--- src/rtl/stonyman_readout.sv ---
// Stonyman image sensor frame sequencer with SPI ADC capture.
// Walks rows/columns, converts each pixel and hands it out over ready/valid.
module stonyman_readout #(
  parameter int ROWS       = 112,
  parameter int COLS       = 112,
  parameter int PULSE_CYC  = 2,
  parameter int SETTLE_CYC = 8,
  parameter int SCLK_DIV   = 2,
  parameter int ADC_BITS   = 12
) (
  input  logic                clk,
  input  logic                reset,
  input  logic                start,
  output logic                busy,
  output logic                resv,
  output logic                resp,
  output logic                incv,
  output logic                incp,
  output logic                inphi,
  output logic                cs_n,
  output logic                sclk,
  input  logic                miso,
  output logic [ADC_BITS-1:0] pix_data,
  output logic [7:0]          pix_row,
  output logic [7:0]          pix_col,
  output logic                pix_valid,
  input  logic                pix_ready,
  output logic                frame_done
);

  typedef enum logic [3:0] {
    IDLE, RESV, RESP, SETTLE, CONV,
    OUT, INCP, INCV, DONE
  } state_e;

  localparam logic [15:0] P1   = 16'(PULSE_CYC - 1);
  localparam logic [15:0] PC   = 16'(PULSE_CYC);
  localparam logic [15:0] S1   = 16'(SETTLE_CYC - 1);
  localparam logic [15:0] HD   = 16'(SCLK_DIV);
  localparam logic [15:0] PER1 = 16'(2 * SCLK_DIV - 1);
  localparam logic [7:0]  LR   = 8'(ROWS - 1);
  localparam logic [7:0]  LC   = 8'(COLS - 1);

  state_e              state_q, state_d;
  logic [15:0]         cnt_q, cnt_d;
  logic [3:0]          bit_q, bit_d;
  logic [7:0]          row_q, row_d;
  logic [7:0]          col_q, col_d;
  logic [15:0]         sh_q, sh_d;
  logic [ADC_BITS-1:0] pd_q, pd_d;

  logic busy_q, busy_d;
  logic resv_q, resv_d;
  logic resp_q, resp_d;
  logic incv_q, incv_d;
  logic incp_q, incp_d;
  logic inphi_q, inphi_d;
  logic cs_n_q, cs_n_d;
  logic sclk_q, sclk_d;
  logic vld_q, vld_d;
  logic fd_q, fd_d;

  always_comb begin
    state_d = state_q;
    cnt_d   = cnt_q + 16'd1;
    bit_d   = bit_q;
    row_d   = row_q;
    col_d   = col_q;
    sh_d    = sh_q;
    pd_d    = pd_q;
    unique case (state_q)
      IDLE: begin
        cnt_d = '0;
        if (start) state_d = RESV;
      end
      RESV: begin
        row_d = '0;
        if (cnt_q == P1) begin
          state_d = RESP;
          cnt_d   = '0;
        end
      end
      RESP: begin
        col_d = '0;
        if (cnt_q == P1) begin
          state_d = SETTLE;
          cnt_d   = '0;
        end
      end
      SETTLE: begin
        if (cnt_q == S1) begin
          state_d = CONV;
          cnt_d   = '0;
          bit_d   = '0;
        end
      end
      CONV: begin
        // first clk cycle of the sclk high phase
        if (cnt_q == HD) sh_d = {sh_q[14:0], miso};
        if (cnt_q == PER1) begin
          cnt_d = '0;
          bit_d = bit_q + 4'd1;
          if (bit_q == 4'd15) begin
            state_d = OUT;
            pd_d    = sh_d[ADC_BITS-1:0];
          end
        end
      end
      OUT: begin
        cnt_d = '0;
        if (pix_ready) state_d = INCP;
      end
      INCP: begin
        if (cnt_q == P1) begin
          cnt_d = '0;
          if (col_q < LC) begin
            col_d   = col_q + 8'd1;
            state_d = SETTLE;
          end else if (row_q < LR) begin
            state_d = INCV;
          end else begin
            state_d = DONE;
          end
        end
      end
      INCV: begin
        if (cnt_q == P1) begin
          cnt_d   = '0;
          row_d   = row_q + 8'd1;
          state_d = RESP;
        end
      end
      DONE: begin
        cnt_d   = '0;
        state_d = IDLE;
      end
      default: begin
        cnt_d   = '0;
        state_d = IDLE;
      end
    endcase

    busy_d  = state_d != IDLE;
    resv_d  = state_d == RESV;
    resp_d  = state_d == RESP;
    incv_d  = state_d == INCV;
    incp_d  = state_d == INCP;
    inphi_d = (state_d == SETTLE) && (cnt_d < PC);
    cs_n_d  = state_d != CONV;
    sclk_d  = (state_d == CONV) && (cnt_d >= HD);
    vld_d   = state_d == OUT;
    fd_d    = state_d == DONE;
  end

  always_ff @(posedge clk) begin
    if (reset) begin
      state_q <= IDLE;
      cnt_q   <= '0;
      bit_q   <= '0;
      row_q   <= '0;
      col_q   <= '0;
      sh_q    <= '0;
      pd_q    <= '0;
      busy_q  <= 1'b0;
      resv_q  <= 1'b0;
      resp_q  <= 1'b0;
      incv_q  <= 1'b0;
      incp_q  <= 1'b0;
      inphi_q <= 1'b0;
      cs_n_q  <= 1'b1;
      sclk_q  <= 1'b0;
      vld_q   <= 1'b0;
      fd_q    <= 1'b0;
    end else begin
      state_q <= state_d;
      cnt_q   <= cnt_d;
      bit_q   <= bit_d;
      row_q   <= row_d;
      col_q   <= col_d;
      sh_q    <= sh_d;
      pd_q    <= pd_d;
      busy_q  <= busy_d;
      resv_q  <= resv_d;
      resp_q  <= resp_d;
      incv_q  <= incv_d;
      incp_q  <= incp_d;
      inphi_q <= inphi_d;
      cs_n_q  <= cs_n_d;
      sclk_q  <= sclk_d;
      vld_q   <= vld_d;
      fd_q    <= fd_d;
    end
  end

  assign busy       = busy_q;
  assign resv       = resv_q;
  assign resp       = resp_q;
  assign incv       = incv_q;
  assign incp       = incp_q;
  assign inphi      = inphi_q;
  assign cs_n       = cs_n_q;
  assign sclk       = sclk_q;
  assign pix_data   = pd_q;
  assign pix_row    = row_q;
  assign pix_col    = col_q;
  assign pix_valid  = vld_q;
  assign frame_done = fd_q;

endmodule

--- config.mk ---
export PLATFORM = sky130hd
export DESIGN_NAME = stonyman_readout
export DESIGN_NICKNAME = d
export VERILOG_FILES = /design/src/rtl/stonyman_readout.sv
export SDC_FILE = /design/constraint.sdc
export NUM_CORES = 1
export LEC_CHECK = 0
export CAP_MARGIN = 20
export CORE_UTILIZATION = 40
export CTS_CLUSTER_SIZE = 24
export DETAILED_ROUTE_END_ITERATION = 7
export PLACE_DENSITY = 0.73
export SYNTH_ARGS = -nofsm -noshare
export SYNTH_HDL_FRONTEND = slang
export SYNTH_SLANG_ARGS = --single-unit
--- constraint.sdc ---
create_clock -name clk -period 2.2 [get_ports clk]
set_clock_uncertainty 0.1 [all_clocks]
set_input_delay 0.33 -clock clk [delete_from_list [all_inputs] [get_ports clk]]
set_output_delay 0.33 -clock clk [all_outputs]
set_load 0.01 [all_outputs]
# ---- After elaboration in Yosys (flattened, before gate mapping)
# Index checks and enable logic that the tools add are counted.
dict set report classes {
  add_sub_neg 4
  order_cmp 4
  eq_ne 26
  muxes 24
  n_reduce_logical 13
}
# op count
set op_table {}
lappend op_table {{16-bit two-way mux} 3}
lappend op_table {{4-bit two-way mux} 12}
lappend op_table {{16-bit case mux with 3 select lines} 1}
lappend op_table {{16-bit by 2-bit equality test with 1-bit output, second input constant} 2}
lappend op_table {{4-bit by 3-bit equality test with 1-bit output, second input constant} 8}
lappend op_table {{8-bit case mux with 2 select lines} 2}
lappend op_table {{4-bit case mux with 7 select lines} 1}
lappend op_table {{8-bit two-way mux} 3}
lappend op_table {{16-bit by 1-bit adder with 16-bit output, second input constant} 1}
lappend op_table {{8-bit by 1-bit adder with 8-bit output, second input constant} 2}
lappend op_table {{16-bit by 1-bit equality test with 1-bit output, second input constant} 1}
lappend op_table {{16-bit by 3-bit equality test with 1-bit output, second input constant} 1}
lappend op_table {{4-bit by 2-bit equality test with 1-bit output, second input constant} 4}
lappend op_table {{16-bit by 2-bit greater-or-equal comparator with 1-bit output, second input constant} 1}
lappend op_table {{16-bit by 2-bit less-than comparator with 1-bit output, second input constant} 1}
lappend op_table {{8-bit by 7-bit less-than comparator with 1-bit output, second input constant} 2}
lappend op_table {{12-bit two-way mux} 1}
lappend op_table {{2-bit inequality test, second input constant} 5}
lappend op_table {{3-bit AND reduction} 3}
lappend op_table {{4-bit by 1-bit equality test with 1-bit output, second input constant} 2}
lappend op_table {{4-bit equality test, second input constant} 2}
lappend op_table {{4-bit case mux with 2 select lines} 1}
lappend op_table {{2-bit nonzero test} 3}
lappend op_table {{4-bit by 1-bit adder with 4-bit output, second input constant} 1}
lappend op_table {{other kinds (7)} 8}
dict set report totals {
  regBits 74
  inputBits 5
  out_inout_bits 38
  elab_cells 88
}

# ---- Depth between registers and ports, before layout
# Gate-level depths: netlist of the first run.
dict set report depth {
  ltp_word 7
  mapped_depth 9
}

# ---- Worst setup path after synthesis of the first run
# No wires, ideal clock.
dict set report synth_path {
  kind {reg2reg}
  from {reg cnt_q[0]}
  to {reg inphi_q, in the netlist inphi}
  arrival_ns 2.184
  t_required_ns 2.000
  setup_slack_ns -0.183
  path_stages_with_launch 9
  n_path_buf 1
  path_cell_list {dfxtp_1 -> ha_1 -> clkbuf_1 -> inv_1 -> nor4_1 -> xnor2_1 -> o2111ai_1 -> a211o_1 -> a2111oi_4}
}
dict set report synth_between {
  elab_chain_cells 5
  elab_cells_between_ends 17
  cone_classes {1 x add/sub; 1 x order compare; 4 x eq/ne; 10 x mux; 1 x reduce/logical}
}
# item line_no
set synth_lines {}
lappend synth_lines {{start: declaration} 45} ;# logic [15:0] cnt_q, cnt_d;
lappend synth_lines {{start signal: assignment} 176} ;# cnt_q <= cnt_d;
lappend synth_lines {{16-bit by 1-bit adder with 16-bit output, or another cell as far along} 65} ;# cnt_d = cnt_q + 16'd1;
lappend synth_lines {{16-bit two-way mux, or another cell as far along} --}
lappend synth_lines {{16-bit case mux with 3 select lines / 4-bit case mux with 7 select lines (equally long branches)} 71} ;# unique case (state_q)
lappend synth_lines {{16-bit by 2-bit less-than comparator with 1-bit output / 4-bit by 2-bit equality test with 1-bit output (equally long branches)} 148} ;# inphi_d = (state_d == SETTLE) && (cnt_d < PC);
lappend synth_lines {{1-bit logical AND *} 148}
lappend synth_lines {{end signal: assignment} 187} ;# inphi_q <= inphi_d;
lappend synth_lines {{end: declaration} 57} ;# logic inphi_q, inphi_d;
# Every way passes the cells marked *; elsewhere a longest branch is shown, timed or not.
# A chain may end at the register's enable or synchronous reset.

# ---- Worst setup path after layout of the first run
dict set report layout_path {
  from {reg row_q[0], in the netlist pix_row[0]}
  to {reg inphi_q, in the netlist inphi}
}
dict set report layout_between {
  elab_chain_cells 7
}
# item line_no
set layout_lines {}
lappend layout_lines {{start: declaration} 47} ;# logic [7:0] row_q, row_d;
lappend layout_lines {{start signal: assignment} 178} ;# row_q <= row_d;
lappend layout_lines {{8-bit by 7-bit less-than comparator with 1-bit output} 119} ;# end else if (row_q < LR) begin
lappend layout_lines {{4-bit two-way mux} 119}
lappend layout_lines {{4-bit two-way mux} 116} ;# if (col_q < LC) begin
lappend layout_lines {{4-bit two-way mux} 114} ;# if (cnt_q == P1) begin
lappend layout_lines {{4-bit case mux with 7 select lines} 71}
lappend layout_lines {{4-bit by 2-bit equality test with 1-bit output} 148}
lappend layout_lines {{1-bit logical AND} 148}
# Every way passes these cells.

==> results.json, run 1 <==
{
  "grt_pass1_vias": 3224,
  "drt_iter0_drc": 157,
  "use_met3": 0.03022,
  "gp_congestion": 0.9078,
  "clk_pin_slew_worst_paths_ns": 0.09,
  "r2r_setup_slack_ns": -0.007,
  "rows": 35,
  "io-pin-count": 43,
  "core_region_area_mm2": 0.009196,
  "wl_per_cell_um": 14.48,
  "grt_util_met1": 0.2151,
  "drc_errors": 0,
  "dpl.hpwl_mm": 6.198,
  "drt-total-wl_mm": 9.022,
  "synth_area_leader_cell": "dfxtp_1",
  "netlist_instances": 416,
  "grt_use_met2": 0.3287,
  "slew_headroom": 0.6429,
  "finalHoldViolCount": 0,
  "antennaDiodeCount": 0,
  "fin_crit_sh": 1.003,
  "grt.overflow.total": 0,
  "tightestPinTransition_ns": 0.5357,
  "r2r_start": "pix_row[0]",
  "ys_top_cells_by_count": "74 x dfxtp_1, 67 x nor2_1, 26 x mux2i_1",
  "die_w_um": 99.13,
  "die_h_um": 99.13,
  "syn_to_final_growth_pct": 37.30,
  "switching_share": 0.2399,
  "async_flop_share": 0,
  "clock.fmax_mhz": 453.0,
  "cap_violations": 0,
  "clk-insertion-delay-late_ns": 0.34,
  "grt_pass1_wl_mm": 14.63,
  "seq_area_frac_synth": 0.3926,
  "crit_path_end_kind": "flip-flop",
  "whs_path_depth": 2,
  "io_buffers": 42,
  "combinationalPowerShare": 0.080,
  "pwr-share-seq": 0.486,
  "min_from": "pix_col[6]",
  "synth_area_per_cell_um2": 9.071,
  "cp_slowest_stage_delay_ns": 0.32,
  "drive_gt1_frac": 0.2656,
  "setup_viol": 1,
  "yosysTopAreaCellShare": 0.3926,
  "switchingPower_mw": 0.6734,
  "crit_path_max_fanout": 8,
  "cts-root-buf": "clkbuf_8",
  "numCtsBuffers": 9,
  "drv_slew": 0,
  "firstDrtPassIters": 4,
  "drtAntennaViolNets": 0,
  "synth_enable_flop_cells": 0,
  "vdd_drop_max_mv": 0.3714,
  "status": "finished, violations left",
  "synth.distinct_cells": 63,
  "p_int_mw": 2.133,
  "hold_buffers": 0,
  "hold_class": "flip-flop to flip-flop",
  "syn_nets": 428,
  "cts.sinks": 74,
  "ys_ff_latch": 74,
  "clock_path_buffers": 2,
  "cts_tree": "yes",
  "vias": 3388,
  "grt_max_degree": 31,
  "htree_levels": 3,
  "cp_slowest_cell": "dfxtp_1",
  "required_ns": 2.36,
  "initial_core_util": 0.4103,
  "path_cells": "ha_1 > a31o_2 > a31oi_1 > nand3b_1 > o211ai_1 > a21o_2 > buf_6 > a2111oi_4",
  "reg2reg_depth": 8,
  "synth_area_leaders": "dfxtp_1 39%, mux2i_1 6.9%, nor2_1 6.7%",
  "violations": "negative setup slack",
  "whs_ns": 0.3668,
  "pwr-share-clk": 0.435,
  "critical_path_class": "flip-flop to flip-flop",
  "rsz0062_at_grt": "yes",
  "syn-cell-area_mm2": 0.003774,
  "finalNetCount": 519,
  "track_usage": 0.1831,
  "worstSetupStartpointType": "flip-flop",
  "yosysWarnings": 0,
  "finalWorstSetupSlack_ns": -0.007484,
  "p_per_area_mw_per_mm2": 541.7,
  "min_period_ns": 2.207,
  "worst_hold_path.endpoint": "pix_col[6]",
  "grt_busiest_layer": "met2",
  "worstPathArrival_ns": 2.36,
  "synthFlopType": "dfxtp_1",
  "power_mw": 2.807,
  "antenna_found_initial": 0,
  "r2r_end": "inphi",
  "yosysMostFrequentCell": "dfxtp_1",
  "dieArea_mm2": 0.009827,
  "vias_per_cell": 5.438,
  "p_leak_nw": 1.776
}
==> power by group through the flow <==
stage	Clock [mW]	Sequential [mW]	Combinational [mW]
finish	1.22	1.36	0.223
global route	1.31	1.37	0.243
CTS	1.24	1.36	0.199
detailed placement	0	1.39	0.192
global placement	0	1.39	0.192
floorplan	0	1.39	0.120
==> worst max-delay path, delay by kind of cell, from the launching register on <==
| kind | cells | cell delay, ns |
|---|---|---|
| adders and majority gates | 1 | 0.24 |
| and+or+nand+nor | 1 | 0.20 |
| DFF | 1 | 0.32 |
| buffers and inverters | 1 | 0.14 |
| AOI/OAI and AO/OA | 5 | 1.12 |
==> cell families (layout without fill, tap and decap cells) <==
logic type      after synthesis  after routing  synth area share
compound gates               56             56            0.1184
mux                          27             27           0.07195
xor+xnor                     29             29           0.06731
flops                        74             74            0.3926
fa+ha+maj                     7              7           0.02321
buf+inv                      36            132           0.04310
simple gates                187            187            0.2835
==> stage by stage <==
step,instance area (um^2),util,TNS [ns],worst slack [ns],std cells
floorplan,3784,-,0,0.0006291,416
global placement,4681,0.5090,-0.1823,-0.04908,601
detailed placement,4681,0.5090,-0.5027,-0.1626,601
CTS,5007,0.5445,0,0.001279,620
global route,5181,0.5634,-0.6944,-0.1114,623
finish,5181,0.5634,-0.007484,-0.007484,623
==> registers in the layout, summed over array words and instances (netlist names), 4 cells and up <==
register	count
bit_q	4
cnt_q	16
sh_q	12
state_q	4
pix_col	8
pix_row	8
pix_data	12
==> layer usage <==
| metal | up-vias | part of all wire |
|---|---|---|
| met4 | 0 | 0.0092 |
| met3 | 9 | 0.025 |
| met5 | - | 0 |
| met2 | 58 | 0.52 |
| li1 | 1673 | - |
| met1 | 1648 | 0.44 |
==> worst max path at each step <==
stage                          start    endpoint  slack (ns)  depth (start not counted)
final                     pix_row[0]       inphi      -0.007                          8
after global placement      cnt_q[1]  pix_row[4]       -0.05                          9
after floorplan             cnt_q[7]    sh_q[10]      0.0006                          9
after global routing        cnt_q[7]       inphi       -0.11                          7
after detailed placement    cnt_q[1]  pix_row[3]       -0.16                          9
after CTS                   cnt_q[7]       inphi       0.001                          7
==> final cells by class <==
cell class                 instances  area [um^2]
fill                             789         4015
multi-input combinational        306         2307
sequential                        74         1491
timing repair buffer             107        977.2
tap                              111        138.9
clock buffer                      10        137.6
clock inverter                     6        95.09
inverter                           9        33.78
==> what timing repair did <==
| item | 4_1_cts | 5_1_grt |
|---|---|---|
| setup endpoints to repair | 11 | 41 |
| buffers inserted | 3 | 3 |
| gates resized for setup | 19 | 27 |
| pin swaps | 5 | 19 |
| gates cloned | 0 | 1 |
==> cell usage in the layout (no fill, tap or decap), types with 7 or more instances in the layout <==
cell	netlist	layout
buf_6	1	7
xnor2_1	18	18
inv_1	9	9
clkdlybuf4s50_1	0	42
a211oi_1	13	13
nand2b_1	11	11
dfxtp_1	74	66
xor2_1	11	11
dfxtp_2	0	8
nand2_1	19	19
nor3_1	9	8
buf_4	2	55
nor2_1	67	67
nand3_1	11	10
nand4_1	15	15
mux2i_1	26	26
clkbuf_8	0	10
No activity file was read; power rests on OpenSTA's default activity.
==> run 2, diff against run 1 <==
--- a/config.mk
+++ b/config.mk
@@ -10,6 +10,7 @@
 export CTS_CLUSTER_SIZE = 24
 export DETAILED_ROUTE_END_ITERATION = 7
 export PLACE_DENSITY = 0.73
+export REMOVE_ABC_BUFFERS = 1
 export SYNTH_ARGS = -nofsm -noshare
 export SYNTH_HDL_FRONTEND = slang
 export SYNTH_SLANG_ARGS = --single-unit
==> run 2 against run 1 <==
Compared with the run above:
- the run still ends with negative setup slack left
- combinational power is 10% higher
- total power grew 3.2%
- wire length grew 15%
- via count rose by 4.8%
- first-iteration DRC count grew 9.6%
- clock power is 5% higher
- setup slack worse by 0.058 ns
- flip-flop and latch count stayed put
- fmax fell by 2.6%
- non-clock buffer count grew 4
- hold slack improved by 0.015 ns
- clock-buffer cell count down 1
- critical endpoint unchanged
- largest power group unchanged
- highest routed layer unchanged
==> results.json, run 2 (synthesis results as in run 1) <==
{
  "status": "finished, violations left",
  "violations": "negative setup slack",
  "grt_pass1_vias": 3310,
  "cp_slowest_stage_delay_ns": 0.36,
  "fin_crit_sh": 1.030,
  "io-pin-count": 43,
  "hold_class": "flip-flop to flip-flop",
  "clk-insertion-delay-late_ns": 0.35,
  "critical_path_class": "flip-flop to flip-flop",
  "wl_per_cell_um": 16.54,
  "p_per_area_mw_per_mm2": 529.4,
  "clock.fmax_mhz": 441.3,
  "tns_ns": -0.4877,
  "place_inst": 597,
  "dieArea_mm2": 0.009827,
  "gp_congestion": 0.8868,
  "tightestPinTransition_ns": 0.5764,
  "die_h_um": 99.13,
  "crit_family": "compound AO/OA/AOI/OAI gates",
  "final_cells": 626,
  "finalHoldViolCount": 0,
  "slew_headroom": 0.6157,
  "worstSetupStartpointType": "flip-flop",
  "clk_pin_slew_worst_paths_ns": 0.08,
  "finalNetCount": 523,
  "min_period_ns": 2.266,
  "cp_slowest_cell": "dfxtp_2",
  "largest_reg_flops": 16,
  "syn_to_final_growth_pct": 44.96,
  "track_usage": 0.1933,
  "power_mw": 2.896,
  "antennaDiodeCount": 0,
  "whs_ns": 0.3813,
  "drtAntennaViolNets": 0,
  "setup_viol": 16,
  "drive_gt1_frac": 0.3534,
  "die_w_um": 99.13,
  "required_ns": 2.35,
  "drc_errors": 0,
  "grt_pass1_wl_mm": 15.28,
  "initial_core_util": 0.4103,
  "grt.overflow.total": 0,
  "rows": 35,
  "crit_path_end_kind": "flip-flop",
  "io_buffers": 42,
  "cap_violations": 0,
  "vdd_drop_max_mv": 0.3538,
  "vias": 3550,
  "finalWorstSetupSlack_ns": -0.06590,
  "antenna_found_initial": 0,
  "vias_per_cell": 5.671,
  "drv_slew": 0,
  "crit_path_max_fanout": 5,
  "htree_levels": 3,
  "hold_buffers": 0,
  "firstDrtPassIters": 5,
  "cts-root-buf": "clkbuf_8",
  "grt_max_degree": 27,
  "final_cell_mix": "61 x dfxtp_1, 56 x buf_4, 55 x nor2_1, 42 x clkdlybuf4s50_1, 21 x mux2i_1",
  "top_register": "cnt_q",
  "clock_path_buffers": 2,
  "cts.sinks": 74,
  "cts_tree": "yes",
  "utilization": 0.5948,
  "core_region_area_mm2": 0.009196,
  "path_cells": "buf_4 > nand4_1 > nor4_2 > xnor2_1 > o2111ai_1 > a211o_4 > a2111oi_4",
  "layout_commonest_cell": "dfxtp_1",
  "dpl.hpwl_mm": 6.403,
  "critical_path_buf_inv_count": 1,
  "drt_iter0_drc": 172,
  "rsz0062_at_grt": "yes",
  "p_leak_nw": 1.845,
  "worstPathArrival_ns": 2.41,
  "numCtsBuffers": 9,
  "drt-total-wl_mm": 10.36
}
run 2: cell types whose count changed in the layout (fill, tap and decap cells not counted), moves of 9 or more:
| cell | delta |
|---|---|
| a211oi_1 | -9 |
| nor2_2 | +10 |
| nor2_1 | -12 |
| a211oi_2 | +9 |
run 2: worst reg2reg max path, stage by stage (launching register included):
cell       delay [ns]
dfxtp_2          0.36
buf_4            0.14
nand4_1          0.20
nor4_2           0.34
xnor2_1          0.22
o2111ai_1        0.19
a211o_4          0.32
a2111oi_4        0.29
run 2: area by class of cell:
cell class              instances  area, um^2
inverters                       9       33.78
flip-flops and latches         74        1498
fillers                       748        3726
well taps                     111       138.9
clock buffers                   9       123.9
repair buffers                111        1040
multi-input cells             306        2521
clock inverters                 6       115.1
run 2: power by group:
group | total (mW) | switching (mW) | internal, mW
clock | 1.28 | 0.531 | 0.753
combinational | 0.246 | 0.134 | 0.111
sequential | 1.37 | 0.0160 | 1.35
run 2: final timing paths:
check                   from          to  slack [ns]  cells past startpoint
hold reg to reg   pix_col[6]  pix_col[6]        0.38                      2
setup reg to reg    cnt_q[8]       inphi       -0.07                      7
hold / removal    pix_col[6]  pix_col[6]        0.38                      2
setup / recovery    cnt_q[8]       inphi       -0.07                      7
run 2: per-layer routing:
metal  up-vias  track usage  wire [um]
li1       1679            -          -
met1      1715       0.2349       4465
met2       118       0.3190       5096
met3        38      0.04708        471
met4         0      0.09729        323
met5         -      0.01026          0
run 2: metrics by stage:
step	setup slack, ns	instance area (um^2)
5_1_grt	-0.1869	5470
2_1_floorplan	-0.6588	3645
3_5_place_dp	-0.1805	4642
3_3_place_gp	-0.03389	4642
4_1_cts	-0.01025	4971
6_report	-0.06590	5470
run 2: repair_timing:
action	4_1_cts	5_1_grt
gates resized for setup	19	88
setup buffers	4	7
cloned	0	3
endpoints found under the setup margin	12	45
pin swaps	7	34
==> run 3, diff against run 2 <==
--- a/config.mk
+++ b/config.mk
@@ -5,11 +5,10 @@
 export SDC_FILE = /design/constraint.sdc
 export NUM_CORES = 1
 export LEC_CHECK = 0
-export CAP_MARGIN = 20
 export CORE_UTILIZATION = 40
 export CTS_CLUSTER_SIZE = 24
 export DETAILED_ROUTE_END_ITERATION = 7
-export PLACE_DENSITY = 0.73
+export PLACE_DENSITY = 0.6
 export REMOVE_ABC_BUFFERS = 1
 export SYNTH_ARGS = -nofsm -noshare
 export SYNTH_HDL_FRONTEND = slang
==> run 3 against run 2 <==
Compared with the run above:
- the flow still finishes with violations (negative setup slack)
- flip-flop and latch count unchanged
- first-iteration DRC count down 53%
- critical path type unchanged
- core utilization down 2.1 points
- largest power group unchanged
- highest routed layer unchanged
- setup slack better by 0.0079 ns
- critical path depth unchanged
- sequential power about the same
- fmax up 0.35%
==> results.json, run 3 (synthesis results as in run 1) <==
{
  "status": "finished, violations left",
  "violations": "negative setup slack",
  "hold_class": "flip-flop to flip-flop",
  "syn_to_final_growth_pct": 39.75,
  "vias": 3298,
  "min_period_ns": 2.258,
  "critical_path_class": "flip-flop to flip-flop",
  "drive_gt1_frac": 0.2971,
  "finalHoldViolCount": 0,
  "power_mw": 2.721,
  "rsz0062_at_grt": "yes",
  "track_usage": 0.1867,
  "cap_violations": 0,
  "numCtsBuffers": 9,
  "dieArea_mm2": 0.009827,
  "worstPathArrival_ns": 2.42,
  "drt_iter0_drc": 80,
  "clock_path_buffers": 2,
  "cts-root-buf": "clkbuf_8",
  "wl_per_cell_um": 14.74,
  "tns_ns": -0.05802,
  "antenna_found_initial": 0,
  "p_leak_nw": 1.813,
  "htree_levels": 3,
  "antennaDiodeCount": 0,
  "p_per_area_mw_per_mm2": 516.0,
  "die_h_um": 99.13,
  "dpl.hpwl_mm": 6.611,
  "fin_crit_sh": 1.026,
  "hold_buffers": 0,
  "layout_commonest_cell": "buf_4",
  "rows": 35,
  "io-pin-count": 43,
  "crit_path_end_kind": "flip-flop",
  "finalWorstSetupSlack_ns": -0.05802,
  "place_inst": 609,
  "drt-total-wl_mm": 9.373,
  "slew_headroom": 0.7346,
  "vias_per_cell": 5.186,
  "clock.fmax_mhz": 442.9,
  "clk-insertion-delay-late_ns": 0.36,
  "setup_viol": 1,
  "finalNetCount": 532,
  "grt_pass1_wl_mm": 14.55,
  "core_region_area_mm2": 0.009196,
  "final_cells": 636,
  "initial_core_util": 0.4103,
  "grt_pass1_vias": 3029,
  "clk_pin_slew_worst_paths_ns": 0.09,
  "firstDrtPassIters": 4,
  "top_register": "cnt_q",
  "drc_errors": 0,
  "grt_max_degree": 25,
  "crit_path_max_fanout": 6,
  "final_cell_mix": "68 x buf_4, 65 x dfxtp_1, 64 x nor2_1, 42 x clkdlybuf4s50_1, 26 x mux2i_1",
  "drv_slew": 0,
  "cts.sinks": 74,
  "gp_congestion": 0.8708,
  "tightestPinTransition_ns": 0.3981,
  "io_buffers": 42,
  "cts_tree": "yes",
  "grt.overflow.total": 0,
  "drtAntennaViolNets": 0,
  "required_ns": 2.37,
  "die_w_um": 99.13,
  "largest_reg_flops": 16,
  "worstSetupStartpointType": "flip-flop",
  "vdd_drop_max_mv": 0.3431
}
-- run 3: cell types whose count changed in the layout (fill, tap and decap cells not counted), moves of 4 or more --
cell / delta
a211oi_1: +9
mux2i_1: +5
nor2_1: +9
nor2_2: -8
mux2i_2: -4
a211oi_2: -9
dfxtp_1: +4
dfxtp_2: -5
buf_4: +12
-- run 3: stage by stage --
step | hold slack (ns) | utilization | worst slack, ns | cell area [um^2]
finish | 0.3743 | 0.5735 | -0.05802 | 5274
detailed placement | 0.3696 | 0.5146 | -0.1567 | 4732
CTS | 0.3814 | 0.5468 | 0.005958 | 5029
global placement | 0.3571 | 0.5146 | -0.1195 | 4732
global route | 0.4067 | 0.5735 | -0.1654 | 5274
floorplan | 0.2991 | - | -0.6588 | 3645
-- run 3: final cells by class --
| cell class | instances | area, um^2 |
|---|---|---|
| fill | 847 | 3923 |
| multi-input combinational | 306 | 2345 |
| sequential | 74 | 1495 |
| timing repair buffer | 120 | 1055 |
| tap | 111 | 138.9 |
| clock buffer | 9 | 123.9 |
| clock inverter | 7 | 82.58 |
| inverter | 9 | 33.78 |
-- run 3: worst max-delay path, stage by stage (launching register included) --
cell and delay (ns):
dfxtp_2 0.34, buf_6 0.12, nand4_1 0.21, nor4_2 0.35
xnor2_1 0.22, o211ai_1 0.17, a211o_1 0.32, a2111oi_4 0.35
-- run 3: path summary, 6_finish.rpt --
| kind | startpoint | endpoint | slack (ns) | cells after the start |
|---|---|---|---|---|
| hold / removal | pix_col[6] | pix_col[6] | 0.37 | 2 |
| setup reg to reg | cnt_q[0] | inphi | -0.06 | 7 |
| hold reg to reg | pix_col[6] | pix_col[6] | 0.37 | 2 |
| setup / recovery | cnt_q[0] | inphi | -0.06 | 7 |
-- run 3: report_power, final --
part / leakage, nW / total [mW] / internal (mW) / switching, mW
logic: 1.11 / 0.239 / 0.113 / 0.126
clock network: 0.0988 / 1.12 / 0.543 / 0.579
registers: 0.602 / 1.36 / 1.35 / 0.0111
total: 1.81 / 2.72 / 2.00 / 0.716
-- run 3: layer usage --
layer	up-vias	routed length [um]	GRT usage
met1	1544	4447	0.2426
met4	0	136	0.06674
li1	1697	-	-
met5	-	0	0
met2	43	4546	0.3055
met3	14	243	0.04216
-- run 3: repair_timing --
item | 4_1_cts | 5_1_grt
gates resized for setup | 15 | 44
pin swaps | 11 | 22
setup endpoints to repair | 12 | 41
buffers inserted | 3 | 7
cloned | 0 | 1
